$ cat config.mk
export PLATFORM = sky130hd
export DESIGN_NAME = ps2_rx_checked
export DESIGN_NICKNAME = d
export VERILOG_FILES = /design/src/rtl/ps2_pkg.sv /design/src/rtl/ps2_rx_fifo.sv /design/src/rtl/ps2_rx_checked.sv
export SDC_FILE = /design/constraint.sdc
export NUM_CORES = 1
export LEC_CHECK = 0
export ABC_AREA = 1
export CORE_MARGIN = 2
export CORE_UTILIZATION = 64
export DETAILED_ROUTE_END_ITERATION = 10
export PLACE_DENSITY = 0.84
export SLEW_MARGIN = 40
export SYNTH_ARGS = -nofsm -noshare
export SYNTH_HDL_FRONTEND = slang
export SYNTH_HIERARCHICAL = 1
export SYNTH_SLANG_ARGS = --single-unit
export TNS_END_PERCENT = 50
$ cat constraint.sdc
create_clock -name clk -period 4.7 [get_ports clk]
set_clock_uncertainty 0.2 [all_clocks]
set_input_delay 0.94 -clock clk [delete_from_list [all_inputs] [get_ports clk]]
set_output_delay 0.94 -clock clk [all_outputs]
set_load 0.02 [all_outputs]
$ cat src/rtl/ps2_pkg.sv
// Shared definitions for the PS/2 receive front end: FSM encoding, frame size
// and the odd-parity helper used by the frame checker.
package ps2_pkg;

  typedef enum logic [1:0] {
    IDLE  = 2'd0,
    DATA  = 2'd1,
    CHECK = 2'd2
  } state_t;

  // Bits shifted after the start bit: 8 data, parity, stop.
  localparam int FRAME_DATA_BITS = 10;

  function automatic logic odd_parity_ok(input logic [7:0] data, input logic parity);
    return (^data) ^ parity;
  endfunction

endpackage

$ cat src/rtl/ps2_rx_fifo.sv
// Small synchronous byte FIFO; extra pointer bit distinguishes full from empty.
module ps2_rx_fifo #(
  parameter int DEPTH = 4,
  parameter int WIDTH = 8
) (
  input  logic             clk,
  input  logic             reset_n,
  input  logic             push,
  input  logic             pop,
  input  logic [WIDTH-1:0] din,
  output logic [WIDTH-1:0] dout,
  output logic             empty,
  output logic             full
);

  localparam int AW = $clog2(DEPTH);

  logic [AW:0]      wr_ptr;
  logic [AW:0]      rd_ptr;
  logic [WIDTH-1:0] mem [DEPTH];
  logic             do_push;
  logic             do_pop;

  assign empty   = (wr_ptr == rd_ptr);
  assign full    = (wr_ptr[AW] != rd_ptr[AW]) && (wr_ptr[AW-1:0] == rd_ptr[AW-1:0]);
  assign do_pop  = pop && !empty;
  // A push into a full FIFO is accepted only when the head leaves in the same cycle.
  assign do_push = push && (!full || do_pop);
  assign dout    = empty ? '0 : mem[rd_ptr[AW-1:0]];

  always_ff @(posedge clk or negedge reset_n) begin
    if (!reset_n) begin
      wr_ptr <= '0;
      rd_ptr <= '0;
    end else begin
      if (do_push) wr_ptr <= wr_ptr + (AW+1)'(1);
      if (do_pop)  rd_ptr <= rd_ptr + (AW+1)'(1);
    end
  end

  always_ff @(posedge clk) begin
    if (do_push) mem[wr_ptr[AW-1:0]] <= din;
  end

endmodule

$ cat src/rtl/ps2_rx_checked.sv
// PS/2 receiver with deglitch filter, start/parity/stop checking, in-frame
// watchdog and a byte FIFO behind a valid/ready handshake.
module ps2_rx_checked
  import ps2_pkg::*;
#(
  parameter int FILTER_LEN     = 8,
  parameter int TIMEOUT_CYCLES = 10000,
  parameter int FIFO_DEPTH     = 4
) (
  input  logic       clk,
  input  logic       reset_n,
  input  logic       ps2c,
  input  logic       ps2d,
  input  logic       rx_en,
  output logic       rx_valid,
  output logic [7:0] rx_data,
  input  logic       rx_ready,
  output logic       parity_err_tick,
  output logic       frame_err_tick,
  output logic       timeout_tick,
  output logic       overflow,
  input  logic       clr_ovf
);

  localparam int         WD_W     = (TIMEOUT_CYCLES > 2) ? $clog2(TIMEOUT_CYCLES) : 1;
  localparam logic [WD_W-1:0] WD_LAST  = WD_W'(TIMEOUT_CYCLES - 1);
  localparam logic [3:0]      LAST_BIT = 4'(FRAME_DATA_BITS - 1);

  logic                  ps2c_p0, ps2c_p1;
  logic                  ps2d_p0, ps2d_p1;
  logic [FILTER_LEN-1:0] filt;
  logic                  f_val, f_val_next;
  logic                  neg_edge;

  state_t                state, state_next;
  logic [3:0]            bit_cnt, bit_cnt_next;
  logic [WD_W-1:0]       wd, wd_next, wd_inc;
  logic [FRAME_DATA_BITS-1:0] sh;
  logic                  shift_en;
  logic                  par_ok;
  logic                  push;
  logic                  fifo_empty, fifo_full;
  logic                  ovf_set;

  // Stage p0/p1: two-flop synchronisers, then the ps2c deglitch shift register.
  always_ff @(posedge clk or negedge reset_n) begin
    if (!reset_n) begin
      ps2c_p0 <= 1'b1;
      ps2c_p1 <= 1'b1;
      ps2d_p0 <= 1'b1;
      ps2d_p1 <= 1'b1;
      filt    <= '1;
      f_val   <= 1'b1;
    end else begin
      ps2c_p0 <= ps2c;
      ps2c_p1 <= ps2c_p0;
      ps2d_p0 <= ps2d;
      ps2d_p1 <= ps2d_p0;
      filt    <= {filt[FILTER_LEN-2:0], ps2c_p1};
      f_val   <= f_val_next;
    end
  end

  always_comb begin
    f_val_next = f_val;
    if (&filt)       f_val_next = 1'b1;
    else if (~|filt) f_val_next = 1'b0;
  end

  assign neg_edge = f_val & ~f_val_next;

  always_ff @(posedge clk or negedge reset_n) begin
    if (!reset_n) begin
      state   <= IDLE;
      bit_cnt <= '0;
      wd      <= '0;
    end else begin
      state   <= state_next;
      bit_cnt <= bit_cnt_next;
      wd      <= wd_next;
    end
  end

  // Frame contents are pure data; they are only consumed after a full frame.
  always_ff @(posedge clk) begin
    if (shift_en) sh <= {ps2d_p1, sh[FRAME_DATA_BITS-1:1]};
  end

  assign wd_inc = wd + WD_W'(1);
  assign par_ok = odd_parity_ok(sh[7:0], sh[8]);

  always_comb begin
    state_next      = state;
    bit_cnt_next    = bit_cnt;
    wd_next         = wd;
    shift_en        = 1'b0;
    push            = 1'b0;
    parity_err_tick = 1'b0;
    frame_err_tick  = 1'b0;
    timeout_tick    = 1'b0;
    case (state)
      IDLE: begin
        wd_next = '0;
        if (neg_edge && rx_en && !ps2d_p1) begin
          state_next   = DATA;
          bit_cnt_next = '0;
        end
      end
      DATA: begin
        if (neg_edge) begin
          shift_en     = 1'b1;
          wd_next      = '0;
          bit_cnt_next = bit_cnt + 4'd1;
          if (bit_cnt == LAST_BIT) state_next = CHECK;
        end else if (wd_inc == WD_LAST) begin
          timeout_tick = 1'b1;
          wd_next      = '0;
          state_next   = IDLE;
        end else begin
          wd_next = wd_inc;
        end
      end
      CHECK: begin
        push            = par_ok && sh[9];
        parity_err_tick = !par_ok;
        frame_err_tick  = !sh[9];
        state_next      = IDLE;
      end
      default: state_next = IDLE;
    endcase
  end

  ps2_rx_fifo #(
    .DEPTH (FIFO_DEPTH),
    .WIDTH (8)
  ) u_fifo (
    .clk     (clk),
    .reset_n (reset_n),
    .push    (push),
    .pop     (rx_ready),
    .din     (sh[7:0]),
    .dout    (rx_data),
    .empty   (fifo_empty),
    .full    (fifo_full)
  );

  assign rx_valid = !fifo_empty;
  assign ovf_set  = push && fifo_full && !(rx_ready && !fifo_empty);

  // Clear wins over a same-cycle drop.
  always_ff @(posedge clk or negedge reset_n) begin
    if (!reset_n)     overflow <= 1'b0;
    else if (clr_ovf) overflow <= 1'b0;
    else if (ovf_set) overflow <= 1'b1;
  end

endmodule
==> run_summary.xml, run 1 <==
<?xml version="1.0" encoding="UTF-8"?>
<metrics>
  <group name="status">
    <metric name="outcome" unit="">finished clean</metric>
  </group>
  <group name="power_and_ir_drop">
    <metric name="worst_supply_voltage_drop_on_vdd" unit="V">0.0002923</metric>
    <metric name="cellPowerDensity" unit="nW/um^2">376.6</metric>
    <metric name="p_leak" unit="nW">1.902</metric>
  </group>
  <group name="drt">
    <metric name="drt_first_pass_iters" unit="">4</metric>
    <metric name="drt_drc_violations_left" unit="">0</metric>
    <metric name="route.vias.total" unit="">2807</metric>
    <metric name="detail_route.wirelength" unit="um">7268</metric>
    <metric name="ant_nets" unit="">0</metric>
    <metric name="dr.first_iter.drc_count" unit="">208</metric>
    <metric name="post_drt_wl_per_cell" unit="um">13.84</metric>
    <metric name="detail_route.vias_per_cell" unit="">5.347</metric>
  </group>
  <group name="clock_network">
    <metric name="cts_tree" unit="">done</metric>
    <metric name="cts_buffers" unit="">9</metric>
    <metric name="cts.clk_slew.worst_paths" unit="ns">0.08</metric>
    <metric name="clk_root_buffer_cell" unit="">sky130_fd_sc_hd__clkbuf_8</metric>
    <metric name="clockBufferDepth" unit="">2</metric>
    <metric name="cts-hold-fix-buffers" unit="">0</metric>
    <metric name="insertion_delay" unit="ns">0.35</metric>
    <metric name="post_cts.resized_instances" unit="">0</metric>
    <metric name="post_cts_repair_timing_setup_buffer_count" unit="">0</metric>
    <metric name="htree_levels" unit="">3</metric>
    <metric name="tritoncts_num_sinks" unit="">82</metric>
  </group>
  <group name="global_routing">
    <metric name="grt_use_total" unit="%">23.25</metric>
    <metric name="grt_start_max_net_pins" unit="">41</metric>
    <metric name="grt_overflow" unit="">0</metric>
    <metric name="grt_pass1_vias" unit="">2858</metric>
    <metric name="global_route_wire_length_before_repair" unit="um">12700</metric>
    <metric name="grt_antenna_before_repair" unit="">0</metric>
  </group>
  <group name="final_layout">
    <metric name="final_nets" unit="">461</metric>
    <metric name="layout_commonest_cell" unit="">sky130_fd_sc_hd__nand2_1</metric>
    <metric name="multiInputGateArea" unit="um^2">1421</metric>
    <metric name="layout.filler_cells" unit="">422</metric>
    <metric name="drive_gt1_share" unit="%">13.33</metric>
    <metric name="synthToLayoutAreaGrowth" unit="%">10.82</metric>
    <metric name="most_frequent_cells_in_the_layout" unit="">sky130_fd_sc_hd__nand2_1, sky130_fd_sc_hd__inv_1, sky130_fd_sc_hd__nor2_1</metric>
    <metric name="antenna_cells" unit="">0</metric>
    <metric name="layout.area.seq" unit="um^2">2278</metric>
  </group>
  <group name="yosys">
    <metric name="synth.yosys.seq_area_share" unit="%">56.80</metric>
    <metric name="summed_instance_area_of_the_synthesized_netlist" unit="um^2">4011</metric>
    <metric name="postSynthNetCount" unit="">439</metric>
    <metric name="synth.ff_latch_count" unit="">82</metric>
    <metric name="synth_largest_area_cell" unit="">sky130_fd_sc_hd__edfxtp_1</metric>
    <metric name="synth_largest_type_area_fraction" unit="%">31.44</metric>
    <metric name="netlist_top_cells_area" unit="">sky130_fd_sc_hd__edfxtp_1, sky130_fd_sc_hd__dfrtp_1, sky130_fd_sc_hd__dfstp_2</metric>
    <metric name="ys_warn_count" unit="">6</metric>
    <metric name="synth_area_per_cell" unit="um^2">9.483</metric>
    <metric name="postSynthCellCount" unit="">423</metric>
    <metric name="synth.lib_cells_used.distinct" unit="">37</metric>
  </group>
  <group name="timing">
    <metric name="slew_violations" unit="">0</metric>
    <metric name="timing.slew.headroom" unit="%">48.11</metric>
    <metric name="timing_hold_violations_final" unit="">0</metric>
    <metric name="tightestPinTransition" unit="ns">0.7754</metric>
    <metric name="finalHoldWorstSlack" unit="ns">0.1657</metric>
    <metric name="report.final.setup_viol" unit="">0</metric>
    <metric name="period_share" unit="%">76.64</metric>
    <metric name="grt_setup_unrepaired" unit="">false</metric>
    <metric name="final_critical_period" unit="ns">3.602</metric>
    <metric name="max_freq" unit="GHz">0.2776</metric>
    <metric name="fin_tns_setup" unit="ns">0</metric>
  </group>
  <group name="critical_path">
    <metric name="worst_ep_arrival_time" unit="ns">2.46</metric>
    <metric name="ff2ff_path_depth" unit="">9</metric>
    <metric name="reg_to_reg_critical_path_startpoint" unit="">sh[0]</metric>
    <metric name="worst-r2r-setup-slack" unit="ns">1.77</metric>
    <metric name="worst-setup-path-type" unit="">reg -&gt; out</metric>
    <metric name="critical_path.startpoint_type" unit="">register</metric>
    <metric name="critPathMaxFanout" unit="">20</metric>
    <metric name="worstReg2RegEnd" unit="">u_fifo/mem[0][0]</metric>
    <metric name="category_of_the_worst_setup_path_capture_point" unit="">output pin</metric>
    <metric name="worst_ep_required_time" unit="ns">3.56</metric>
  </group>
  <group name="run">
    <metric name="cap_violations" unit="">0</metric>
  </group>
  <group name="die">
    <metric name="core-area" unit="um^2">5991</metric>
    <metric name="floorplan.die_area" unit="um^2">6917</metric>
    <metric name="die_width" unit="um">83.17</metric>
    <metric name="start_util" unit="%">66.96</metric>
    <metric name="ioPinCount" unit="">20</metric>
    <metric name="number_of_rows_created_at_floorplan" unit="">28</metric>
    <metric name="chipHeight" unit="um">83.17</metric>
  </group>
  <group name="worst_hold_path">
    <metric name="hold_path_end" unit="">ps2c_p1</metric>
    <metric name="timing.hold.worst.start" unit="">ps2c_p0</metric>
    <metric name="min_path_cells" unit="">0</metric>
    <metric name="min_path_type" unit="">reg -&gt; reg</metric>
  </group>
  <group name="placed_design">
    <metric name="placement.io_buffers" unit="">19</metric>
    <metric name="finalWeightedCongestion" unit="">0.8405</metric>
    <metric name="detailedPlacementHpwl" unit="um">5027</metric>
  </group>
</metrics>
[per-layer routing]
metal / share of wire [%] / GRT usage [%]
met1: 42 / 28.06
met2: 52 / 39.88
met3: 4.1 / 5.368
met4: 2.0 / 10.28
met5: 0 / 0
[worst max path at each step]
stage	end	from	slack (ns)
floorplan	timeout_tick	wd[1]	1.93
global placement	timeout_tick	wd[1]	1.53
detailed placement	rx_data[1]	u_fifo/rd_ptr[0]	1.47
CTS	rx_data[1]	u_fifo/rd_ptr[0]	1.08
global route	timeout_tick	wd[1]	0.79
finish	rx_valid	u_fifo/rd_ptr[0]	1.10
[synthesized netlist by cell type]
master                     instances
sky130_fd_sc_hd__a21boi_0          1
sky130_fd_sc_hd__a21oi_1           5
sky130_fd_sc_hd__buf_2             3
sky130_fd_sc_hd__buf_6             4
sky130_fd_sc_hd__clkbuf_1          1
sky130_fd_sc_hd__clkinv_1          1
sky130_fd_sc_hd__dfrtp_1          27
sky130_fd_sc_hd__dfstp_2          13
sky130_fd_sc_hd__edfxtp_1         42
sky130_fd_sc_hd__ha_1              9
sky130_fd_sc_hd__inv_1            62
sky130_fd_sc_hd__inv_2             2
sky130_fd_sc_hd__inv_4             1
sky130_fd_sc_hd__nand2_1          84
sky130_fd_sc_hd__nand2_2           9
sky130_fd_sc_hd__nand2_4           2
sky130_fd_sc_hd__nand3_1          28
sky130_fd_sc_hd__nand3_2           3
sky130_fd_sc_hd__nand3_4           1
sky130_fd_sc_hd__nand4_1           7
sky130_fd_sc_hd__nand4_4           1
sky130_fd_sc_hd__nor2_1           52
sky130_fd_sc_hd__nor2_2            3
sky130_fd_sc_hd__nor2_4            2
sky130_fd_sc_hd__nor2_8            1
sky130_fd_sc_hd__nor3_1            1
sky130_fd_sc_hd__nor4_1            2
sky130_fd_sc_hd__o21ai_0          31
sky130_fd_sc_hd__o21ai_1           4
sky130_fd_sc_hd__o21ai_2           2
sky130_fd_sc_hd__o21bai_1          1
sky130_fd_sc_hd__o22ai_1           8
sky130_fd_sc_hd__o31ai_1           1
sky130_fd_sc_hd__or2_2             1
sky130_fd_sc_hd__xnor2_1           3
sky130_fd_sc_hd__xnor2_4           1
sky130_fd_sc_hd__xor2_1            4
[cells by family after synthesis]
family / share of synthesized area, %
and+or+nand+nor: 23.11
DFF: 56.80
buffers and inverters: 7.829
AOI/OAI and AO/OA: 7.237
adders and majority gates: 2.807
xor gates and xnor gates: 2.215
[worst max-delay path, stage by stage (launching register included)]
cell	delay, ns
sky130_fd_sc_hd__dfrtp_1	0.76
sky130_fd_sc_hd__inv_4	0.19
sky130_fd_sc_hd__nand2_1	0.16
sky130_fd_sc_hd__nand2_4	0.08
sky130_fd_sc_hd__nand3_4	0.17
sky130_fd_sc_hd__inv_1	0.06
sky130_fd_sc_hd__inv_1	0.08
sky130_fd_sc_hd__clkdlybuf4s50_1	0.60
[where the power goes]
part | switching, mW | total [mW] | internal, mW
logic | 0.209 | 0.321 | 0.112
registers | 0.0413 | 0.819 | 0.778
clock network | 0.261 | 0.534 | 0.273
[flip-flops by register name, indices dropped and copies added, names as in the netlist]
name and cells:
u_fifo/wr_ptr 3, overflow 1, u_fifo/mem 32, bit_cnt 4, ps2c_p1 1, filt 8, f_val 1, u_fifo/rd_ptr 3
ps2c_p0 1, wd 14, ps2d_p1 1, state 2, sh 10, ps2d_p0 1
[cell type report]
type                            instances  area share [%]
Inverter                               66           5.629
Multi-Input combinational cell        267           31.97
Clock buffer                           12           4.222
Clock inverter                          4          0.5911
Tap cell                               75           2.111
Sequential cell                        82           51.25
Timing Repair Buffer                   19           4.222
[per-stage QoR]
stage	utilization, %	instance area, um^2	cells	setup slack [ns]	total power, mW
4_1_cts	74.21	4446	525	1.076	1.688
3_5_place_dp	70.63	4232	509	1.474	1.156
2_1_floorplan	-	4011	423	1.929	1.076
3_3_place_gp	70.55	4227	509	1.533	1.138
5_1_grt	74.21	4446	525	0.7892	1.765
6_report	74.21	4446	525	1.098	1.674
No activity file was read; power rests on OpenSTA's default activity.
==> run 2, diff against run 1 <==
--- a/config.mk
+++ b/config.mk
@@ -7,9 +7,9 @@
 export LEC_CHECK = 0
 export ABC_AREA = 1
 export CORE_MARGIN = 2
-export CORE_UTILIZATION = 64
+export CORE_UTILIZATION = 60
 export DETAILED_ROUTE_END_ITERATION = 10
-export PLACE_DENSITY = 0.84
+export PLACE_DENSITY = 0.8
 export SLEW_MARGIN = 40
 export SYNTH_ARGS = -nofsm -noshare
 export SYNTH_HDL_FRONTEND = slang
==> constraint.sdc (replaced) <==
create_clock -name clk -period 3.35 [get_ports clk]
set_clock_uncertainty 0.2 [all_clocks]
set_input_delay 0.67 -clock clk [delete_from_list [all_inputs] [get_ports clk]]
set_output_delay 0.67 -clock clk [all_outputs]
set_load 0.02 [all_outputs]
==> run_summary.xml, run 2 (synthesis results as in run 1) <==
<?xml version="1.0" encoding="UTF-8"?>
<metrics>
  <group name="status">
    <metric name="outcome" unit="">finished with violations</metric>
    <metric name="failing_checks" unit="">design-rule violations</metric>
  </group>
  <group name="clock_network">
    <metric name="insertion_delay" unit="ns">0.36</metric>
    <metric name="tritoncts_num_sinks" unit="">82</metric>
    <metric name="htree_levels" unit="">3</metric>
    <metric name="clockBufferDepth" unit="">2</metric>
    <metric name="post_cts_repair_timing_setup_buffer_count" unit="">0</metric>
    <metric name="cts_tree" unit="">done</metric>
    <metric name="clk_root_buffer_cell" unit="">sky130_fd_sc_hd__clkbuf_8</metric>
    <metric name="post_cts.resized_instances" unit="">0</metric>
    <metric name="cts-hold-fix-buffers" unit="">0</metric>
    <metric name="cts_buffers" unit="">9</metric>
    <metric name="cts.clk_slew.worst_paths" unit="ns">0.08</metric>
  </group>
  <group name="die">
    <metric name="die_width" unit="um">85.77</metric>
    <metric name="core-area" unit="um^2">6422</metric>
    <metric name="chipHeight" unit="um">85.77</metric>
    <metric name="start_util" unit="%">62.46</metric>
    <metric name="ioPinCount" unit="">20</metric>
    <metric name="floorplan.die_area" unit="um^2">7356</metric>
    <metric name="number_of_rows_created_at_floorplan" unit="">29</metric>
  </group>
  <group name="placed_design">
    <metric name="place_worst_setup_slack" unit="ns">0.4399</metric>
    <metric name="placed_area" unit="um^2">4277</metric>
    <metric name="dpl.cell_count" unit="">517</metric>
    <metric name="finalWeightedCongestion" unit="">0.8469</metric>
    <metric name="detailedPlacementHpwl" unit="um">5153</metric>
    <metric name="placement.io_buffers" unit="">19</metric>
  </group>
  <group name="global_routing">
    <metric name="grt_start_max_net_pins" unit="">41</metric>
    <metric name="global_route_wire_length_before_repair" unit="um">12630</metric>
    <metric name="grt_pass1_vias" unit="">2809</metric>
    <metric name="grt_antenna_before_repair" unit="">0</metric>
    <metric name="grt_use_total" unit="%">22.37</metric>
    <metric name="grt_overflow" unit="">0</metric>
  </group>
  <group name="timing">
    <metric name="finalHoldWorstSlack" unit="ns">0.09069</metric>
    <metric name="period_share" unit="%">89.64</metric>
    <metric name="grt_setup_unrepaired" unit="">false</metric>
    <metric name="tightestPinTransition" unit="ns">0.5240</metric>
    <metric name="timing.slew.headroom" unit="%">65.07</metric>
    <metric name="fin_tns_setup" unit="ns">0</metric>
    <metric name="final_critical_period" unit="ns">3.003</metric>
    <metric name="report.final.setup_viol" unit="">0</metric>
    <metric name="slew_violations" unit="">0</metric>
    <metric name="max_freq" unit="GHz">0.3330</metric>
    <metric name="timing_hold_violations_final" unit="">0</metric>
    <metric name="fin_ws" unit="ns">0.3471</metric>
  </group>
  <group name="critical_path">
    <metric name="cell_type_of_the_slowest_stage_on_the_worst_timing_path" unit="">sky130_fd_sc_hd__clkdlybuf4s50_1</metric>
    <metric name="cpPeakStageDelay" unit="ns">0.60</metric>
    <metric name="critPathMaxFanout" unit="">16</metric>
    <metric name="category_of_the_worst_setup_path_capture_point" unit="">output pin</metric>
    <metric name="worst_ep_arrival_time" unit="ns">2.13</metric>
    <metric name="reg_to_reg_critical_path_startpoint" unit="">sh[0]</metric>
    <metric name="worst-r2r-setup-slack" unit="ns">0.81</metric>
    <metric name="worstReg2RegEnd" unit="">u_fifo/mem[2][0]</metric>
    <metric name="critical_path.startpoint_type" unit="">register</metric>
    <metric name="crit_path_cell_trace" unit="">buf_4 &gt; nor2_1 &gt; nor2_1 &gt; o21ai_0 &gt; o21ai_0 &gt; nand2_1 &gt; inv_1 &gt; clkdlybuf4s50_1</metric>
    <metric name="worst-setup-path-type" unit="">reg -&gt; out</metric>
    <metric name="worst_ep_required_time" unit="ns">2.48</metric>
    <metric name="ff2ff_path_depth" unit="">10</metric>
  </group>
  <group name="drt">
    <metric name="ant_nets" unit="">0</metric>
    <metric name="route.vias.total" unit="">2845</metric>
    <metric name="drt_first_pass_iters" unit="">7</metric>
    <metric name="drt_drc_violations_left" unit="">2</metric>
    <metric name="post_drt_wl_per_cell" unit="um">14.00</metric>
    <metric name="detail_route.vias_per_cell" unit="">5.338</metric>
    <metric name="dr.first_iter.drc_count" unit="">204</metric>
    <metric name="detail_route.wirelength" unit="um">7461</metric>
  </group>
  <group name="final_layout">
    <metric name="final_area" unit="um^2">4478</metric>
    <metric name="most_frequent_cells_in_the_layout" unit="">sky130_fd_sc_hd__nand2_1, sky130_fd_sc_hd__inv_1, sky130_fd_sc_hd__nor2_1</metric>
    <metric name="layout_commonest_cell" unit="">sky130_fd_sc_hd__nand2_1</metric>
    <metric name="final_nets" unit="">467</metric>
    <metric name="final_cells" unit="">533</metric>
    <metric name="largest_reg_flops" unit="">32</metric>
    <metric name="drive_gt1_share" unit="%">14.04</metric>
    <metric name="antenna_cells" unit="">0</metric>
    <metric name="layout.filler_cells" unit="">495</metric>
    <metric name="layout.core_utilization" unit="%">69.73</metric>
    <metric name="synthToLayoutAreaGrowth" unit="%">11.63</metric>
  </group>
  <group name="power_and_ir_drop">
    <metric name="cellPowerDensity" unit="nW/um^2">518.1</metric>
    <metric name="p_leak" unit="nW">1.951</metric>
    <metric name="worst_supply_voltage_drop_on_vdd" unit="V">0.0002960</metric>
    <metric name="totalPowerFinal" unit="mW">2.320</metric>
  </group>
  <group name="worst_hold_path">
    <metric name="min_path_type" unit="">in -&gt; async</metric>
  </group>
  <group name="run">
    <metric name="cap_violations" unit="">0</metric>
  </group>
</metrics>
-- run 2: worst max-delay path by stage --
| stage | cells past startpoint | endpoint | slack, ns | start |
|---|---|---|---|---|
| 6_report | 8 | rx_data[1] | 0.35 | u_fifo/rd_ptr[0] |
| 5_1_grt | 8 | rx_data[1] | 0.17 | u_fifo/rd_ptr[0] |
| 4_1_cts | 8 | timeout_tick | 0.03 | wd[1] |
| 3_5_place_dp | 8 | timeout_tick | 0.44 | wd[1] |
| 3_3_place_gp | 11 | timeout_tick | 0.49 | wd[1] |
| 2_1_floorplan | 9 | timeout_tick | 0.85 | wd[1] |
-- run 2: area by class of cell --
cell class / count / area, um^2 / area share [%]
Clock buffer: 11 / 131.4 / 2.934
Tap cell: 77 / 96.34 / 2.151
Inverter: 66 / 250.2 / 5.588
Sequential cell: 82 / 2280 / 50.91
Clock inverter: 5 / 63.81 / 1.425
Multi-Input combinational cell: 267 / 1419 / 31.68
Timing Repair Buffer: 25 / 237.7 / 5.309
-- run 2: layer usage --
layer  track usage [%]  part of all wire, %  up-vias
li1                  -                    -     1427
met1             29.74                   46     1336
met2             36.22                   48       68
met3             3.657                  4.6       14
met4             10.53                  2.2        0
met5                 0                    0        -
-- run 2: critical path, delay by kind of cell (launching register included) --
kind | cells | cell delay, ns
DFF | 1 | 0.47
AOI/OAI and AO/OA | 2 | 0.17
and+or+nand+nor | 3 | 0.23
buffers and inverters | 3 | 0.91
-- run 2: power by group --
group / internal [mW] / switching, mW / total, mW
registers: 1.09 / 0.0380 / 1.13
logic: 0.164 / 0.318 / 0.482
clock network: 0.350 / 0.358 / 0.708
total: 1.61 / 0.714 / 2.32
==> run 3, diff against run 2 <==
--- a/config.mk
+++ b/config.mk
@@ -15,4 +15,4 @@
 export SYNTH_HDL_FRONTEND = slang
 export SYNTH_HIERARCHICAL = 1
 export SYNTH_SLANG_ARGS = --single-unit
-export TNS_END_PERCENT = 50
+export TNS_END_PERCENT = 5
==> results of run 3 <==
No change in the layout: final DEF, timing and power equal those of run 2.
